<file path="config.mk">
export PLATFORM = sky130hd
export DESIGN_NAME = tmr_vote_monitor
export DESIGN_NICKNAME = d
export VERILOG_FILES = /design/src/rtl/tmr_mon_pkg.sv /design/src/rtl/tmr_lane_tracker.sv /design/src/rtl/tmr_vote_monitor.sv
export SDC_FILE = /design/constraint.sdc
export NUM_CORES = 1
export LEC_CHECK = 0
export CORE_MARGIN = 2
export CORE_UTILIZATION = 40
export DETAILED_ROUTE_END_ITERATION = 12
export HOLD_SLACK_MARGIN = 0.05
export PLACE_DENSITY = 0.77
export SYNTH_ARGS = -nofsm -noshare
export SYNTH_HDL_FRONTEND = slang
export SYNTH_SLANG_ARGS = --single-unit
</file>
<file path="constraint.sdc">
create_clock -name clk -period 1.7 [get_ports clk]
set_input_delay 0.255 -clock clk [delete_from_list [all_inputs] [get_ports clk]]
set_output_delay 0.255 -clock clk [all_outputs]
set_load 0.02 [all_outputs]
</file>
<file path="src/rtl/tmr_mon_pkg.sv">
// Shared definitions for the TMR vote monitor.
// Holds the lane indices and the run-counter width helper.
package tmr_mon_pkg;

    // Lane indices into packed per-lane vectors
    localparam int LANE_A = 0;
    localparam int LANE_B = 1;
    localparam int LANE_C = 2;
    localparam int NUM_LANES = 3;

    // Width of a counter that must hold the values 0..persist
    function automatic int run_width(input int persist);
        return (persist < 1) ? 1 : $clog2(persist + 1);
    endfunction

endpackage

</file>
<file path="src/rtl/tmr_lane_tracker.sv">
// Per-lane error bookkeeping: saturating mismatch count,
// consecutive-mismatch run length and a sticky fault flag.
module tmr_lane_tracker
    import tmr_mon_pkg::*;
#(
    parameter int CNT_WIDTH = 4,
    parameter int PERSIST   = 3
) (
    input  logic                 clk,
    input  logic                 rst,
    input  logic                 mis,
    input  logic                 en,
    input  logic                 clr,
    output logic [CNT_WIDTH-1:0] cnt,
    output logic                 fault
);

    localparam int RUN_W = run_width(PERSIST);

    localparam logic [CNT_WIDTH-1:0] CNT_MAX = '1;
    localparam logic [CNT_WIDTH-1:0] CNT_ONE = CNT_WIDTH'(1);
    localparam logic [RUN_W-1:0]     RUN_MAX = RUN_W'(PERSIST);
    localparam logic [RUN_W-1:0]     RUN_ONE = RUN_W'(1);
    localparam logic [RUN_W-1:0]     RUN_TRIP = RUN_W'(PERSIST - 1);

    logic [CNT_WIDTH-1:0] cnt_b;
    logic [CNT_WIDTH-1:0] cnt_d;
    logic [RUN_W-1:0]     run_q;
    logic [RUN_W-1:0]     run_b;
    logic [RUN_W-1:0]     run_d;
    logic                 fault_b;
    logic                 fault_d;

    // Clear first, then fold in this cycle's event so none is lost
    always_comb begin
        cnt_b   = clr ? '0 : cnt;
        run_b   = clr ? '0 : run_q;
        fault_b = clr ? 1'b0 : fault;
        cnt_d   = cnt_b;
        run_d   = run_b;
        fault_d = fault_b;
        if (en && mis) begin
            if (cnt_b != CNT_MAX) begin
                cnt_d = cnt_b + CNT_ONE;
            end
            if (run_b != RUN_MAX) begin
                run_d = run_b + RUN_ONE;
            end
            if (run_b >= RUN_TRIP) begin
                fault_d = 1'b1;
            end
        end else if (en) begin
            run_d = '0;
        end
    end

    // Tracker state registers
    always_ff @(posedge clk) begin
        if (rst) begin
            cnt   <= '0;
            run_q <= '0;
            fault <= 1'b0;
        end else begin
            cnt   <= cnt_d;
            run_q <= run_d;
            fault <= fault_d;
        end
    end

endmodule

</file>
<file path="src/rtl/tmr_vote_monitor.sv">
// Majority voter for a triplicated register bank with per-lane
// mismatch detection, saturating error counts and fault flags.
module tmr_vote_monitor
    import tmr_mon_pkg::*;
#(
    parameter int WIDTH     = 8,
    parameter int CNT_WIDTH = 4,
    parameter int PERSIST   = 3
) (
    input  logic                 clk,
    input  logic                 rst,
    input  logic [WIDTH-1:0]     inA,
    input  logic [WIDTH-1:0]     inB,
    input  logic [WIDTH-1:0]     inC,
    input  logic                 en,
    input  logic                 clr,
    output logic [WIDTH-1:0]     voted,
    output logic                 errA,
    output logic                 errB,
    output logic                 errC,
    output logic                 multiErr,
    output logic [CNT_WIDTH-1:0] cntA,
    output logic [CNT_WIDTH-1:0] cntB,
    output logic [CNT_WIDTH-1:0] cntC,
    output logic                 faultA,
    output logic                 faultB,
    output logic                 faultC
);

    logic [WIDTH-1:0]     voted_c;
    logic [NUM_LANES-1:0] mis_c;
    logic                 multi_c;

    // Bitwise majority and per-lane disagreement with it
    always_comb begin
        voted_c        = (inA & inB) | (inA & inC) | (inB & inC);
        mis_c[LANE_A]  = |(inA ^ voted_c);
        mis_c[LANE_B]  = |(inB ^ voted_c);
        mis_c[LANE_C]  = |(inC ^ voted_c);
        multi_c        = (mis_c[LANE_A] & mis_c[LANE_B])
                       | (mis_c[LANE_A] & mis_c[LANE_C])
                       | (mis_c[LANE_B] & mis_c[LANE_C]);
    end

    // Vote and mismatch flags register every cycle, independent of en/clr
    always_ff @(posedge clk) begin
        if (rst) begin
            voted    <= '0;
            errA     <= 1'b0;
            errB     <= 1'b0;
            errC     <= 1'b0;
            multiErr <= 1'b0;
        end else begin
            voted    <= voted_c;
            errA     <= mis_c[LANE_A];
            errB     <= mis_c[LANE_B];
            errC     <= mis_c[LANE_C];
            multiErr <= multi_c;
        end
    end

    tmr_lane_tracker #(
        .CNT_WIDTH (CNT_WIDTH),
        .PERSIST   (PERSIST)
    ) u_lane_a (
        .clk   (clk),
        .rst   (rst),
        .mis   (mis_c[LANE_A]),
        .en    (en),
        .clr   (clr),
        .cnt   (cntA),
        .fault (faultA)
    );

    tmr_lane_tracker #(
        .CNT_WIDTH (CNT_WIDTH),
        .PERSIST   (PERSIST)
    ) u_lane_b (
        .clk   (clk),
        .rst   (rst),
        .mis   (mis_c[LANE_B]),
        .en    (en),
        .clr   (clr),
        .cnt   (cntB),
        .fault (faultB)
    );

    tmr_lane_tracker #(
        .CNT_WIDTH (CNT_WIDTH),
        .PERSIST   (PERSIST)
    ) u_lane_c (
        .clk   (clk),
        .rst   (rst),
        .mis   (mis_c[LANE_C]),
        .en    (en),
        .clr   (clr),
        .cnt   (cntC),
        .fault (faultC)
    );

endmodule

</file>
==> results_dict.tcl <==
set metrics [dict create \
    initial_core_util 0.423 \
    hold_viol_final 0 \
    fp.dieArea_um2 5230 \
    path_cells "buf_6, a21o_1, a221o_2, or4_4, o211ai_4, mux2_4" \
    fill_cells 358 \
    cts_sinks 33 \
    cts_buffers 5 \
    wire_per_inst_um 14.0 \
    stdcell_area_um2 2870 \
    critPathLaunchType "input pin" \
    design.core.area_um2 4410 \
    placed_cell_area_um2 2760 \
    cts_hold_buf 0 \
    gr-total-overflow 0 \
    critPathRequiredTime_ns 1.88 \
    maxCapViolCount 0 \
    synthMuxAreaShare 0.0134 \
    synth_cell_type_count 52 \
    fp.dieW_um 72.3 \
    ys_seq_elements 33 \
    yosysTopAreaCell "dfxtp_1" \
    syn_inst 217 \
    fin_ws_ns 0.0130 \
    maxSlewHeadroom 0.700 \
    n_antenna_cell 0 \
    drive_above_1_share 0.310 \
    ys.flop_type "dfxtp_1" \
    critPathArrivalTime_ns 1.87 \
    io_pins 55 \
    root_buffer "clkbuf_8" \
    synth_top_family_by_area "simple AND/OR/NAND/NOR gates" \
    timing.setup.tns_ns 0 \
    rows 24 \
    clockBufferDepth 2 \
    synth_xor_area_frac 0.00469 \
    synth_commonest_cells "33 x dfxtp_1, 19 x nand2_1, 16 x a21oi_1, 14 x nor2_1, 13 x nor2b_1" \
    power_density_nw_per_um2 662 \
    max_freq_mhz 593 \
    yosysTopAreaCellShare 0.354 \
    drc 0 \
    antenna_found_initial 0 \
    dpl.hpwl_um 3830 \
    finalCritPeriodShare 0.992 \
    yosysSeqAreaShare 0.354 \
    cts-htree-levels 2 \
    synth-async-reset-ratio 0 \
    path_max_fanout 7 \
    syn-num-nets 248 \
    synth_most_common_cell "dfxtp_1" \
    final-setup-viol-count 0 \
    cp-end-kind "register" \
    grt_pass1_vias 1937 \
    ir_drop_uv 393 \
    fp.dieH_um 72.3 \
    fin_util 0.651 \
    p_total_mw 1.90 \
    drt_iter0_drc 97 \
    synth_simple_gate_area_frac 0.323 \
    firstDrtPassIters 4 \
    synth_edf_count 0 \
    tightest_slew_ns 0.447 \
    preCtsSetupSlack_ns -0.705 \
    area_delta_synth_final_pct 53.7 \
    yosys_warnings 0 \
    drt-vias-per-instance 5.45 \
    syn_avg_cell_area_um2 8.61 \
    fin_nets 346 \
    port_buffers 54 \
    report.final.slew_viol_count 0 \
    via_count 2007 \
    crit_type "input pin to register" \
    fin_crit_ns 1.69 \
    grt_max_degree 15 \
    clk_pin_slew_ns 0.07 \
    power.leakage_nw 1.18 \
    clock_skew_ns 0.0131 \
    critical_path.max_stage_delay_ns 0.58 \
    synth-compound-area-share 0.247 \
    hold_path.class "input pin to register" \
    synthAdderAreaFrac 0.0255 \
    gr-usage-all-layers 0.208 \
    cts_tree "yes" \
    wl_um 5160 \
    synth.top_cells.by_area "dfxtp_1 35%, or3b_2 4.7%, nor2b_1 4.4%" \
    slowest_stage "or4_4" \
    worstSkewPairLatency_ns 0.30 \
    grt_first_pass_wirelength_um 8470 \
    status "completed" \
    ant_nets 0 \
    place_congestion 0.829 \
    post_synth_instance_area_um2 1870 \
]
[worst max-delay path: cells and delay by family]
kind,cells,cell delay (ns)
AO/OA/AOI/OAI,3,0.62
AND/OR/NAND/NOR,1,0.58
multiplexers,1,0.31
buffers and inverters,1,0.11
[what timing repair did]
item	CTS	global route
buffers inserted	1	1
pin swaps	10	8
setup endpoints to repair	23	15
gates resized for setup	73	31
endpoints found under the hold margin	0	0
[cell families after synthesis]
family / count (synthesis)
XOR/XNOR: 1
AND/OR/NAND/NOR: 101
multiplexers: 2
AO/OA/AOI/OAI: 65
buffers and inverters: 11
adder cells (fa/ha/maj): 4
flip-flops: 33
[routing by layer]
metal,GRT usage,wire (um)
met1,0.231,2200
met2,0.370,2580
met3,0.0639,285
met4,0.0797,100
met5,0,0
[where the power goes]
part	switching [mW]	internal, mW	leakage [nW]	total [mW]
clock	0.311	0.282	0.0439	0.593
combinational	0.228	0.249	0.868	0.477
sequential	0.0193	0.811	0.272	0.831
[registers in the layout, indices dropped and copies added, names as in the netlist]
name            cells
errA                1
multiErr            1
u_lane_b.cnt        4
voted               8
errC                1
u_lane_a.fault      1
u_lane_c.run_q      2
u_lane_c.cnt        4
u_lane_a.cnt        4
u_lane_b.fault      1
errB                1
u_lane_a.run_q      2
u_lane_c.fault      1
u_lane_b.run_q      2
[layout make-up]
cell class | instances | area, um2 | share of cell area
well taps | 52 | 65.1 | 0.0227
clock inverters | 3 | 17.5 | 0.00610
clock buffers | 5 | 68.8 | 0.0240
flip-flops and latches | 33 | 661 | 0.230
inverters | 4 | 15.0 | 0.00523
multi-input cells | 173 | 1190 | 0.416
repair buffers | 98 | 851 | 0.296
[final timing paths]
kind	end	start	depth (start not counted)	slack, ns
hold reg to reg	u_lane_b.fault	u_lane_b.fault	1	0.47
setup / recovery	u_lane_a.cnt[0]	inB[2]	6	0.01
hold / removal	voted[2]	inB[2]	3	0.22
setup reg to reg	u_lane_c.cnt[1]	u_lane_c.cnt[1]	6	0.16
[placed cells by master, fill, tap and decap left out, drive strengths merged, types with 4 or more instances in the layout]
cell	netlist	routed
a21o	6	6
inv	4	4
nand4	5	5
or3b	10	10
o21ai	13	13
o21a	5	5
a211oi	4	4
clkdlybuf4s50	0	29
buf	4	53
nor2	14	14
a221o	6	6
nand2	19	19
nand2b	4	4
clkdlybuf4s15	0	6
nand3b	9	9
dfxtp	33	33
nand3	4	4
clkbuf	3	12
nor2b	13	13
nor3b	6	6
a21oi	16	16
[metrics by stage]
| stage | std cells | hold slack [ns] |
|---|---|---|
| 2_1_floorplan | 217 | 0.392 |
| 3_3_place_gp | 359 | 0.449 |
| 3_5_place_dp | 359 | 0.461 |
| 4_1_cts | 367 | 0.235 |
| 5_1_grt | 368 | 0.223 |
| 6_report | 368 | 0.223 |
(Power assumes the default switching activity.)
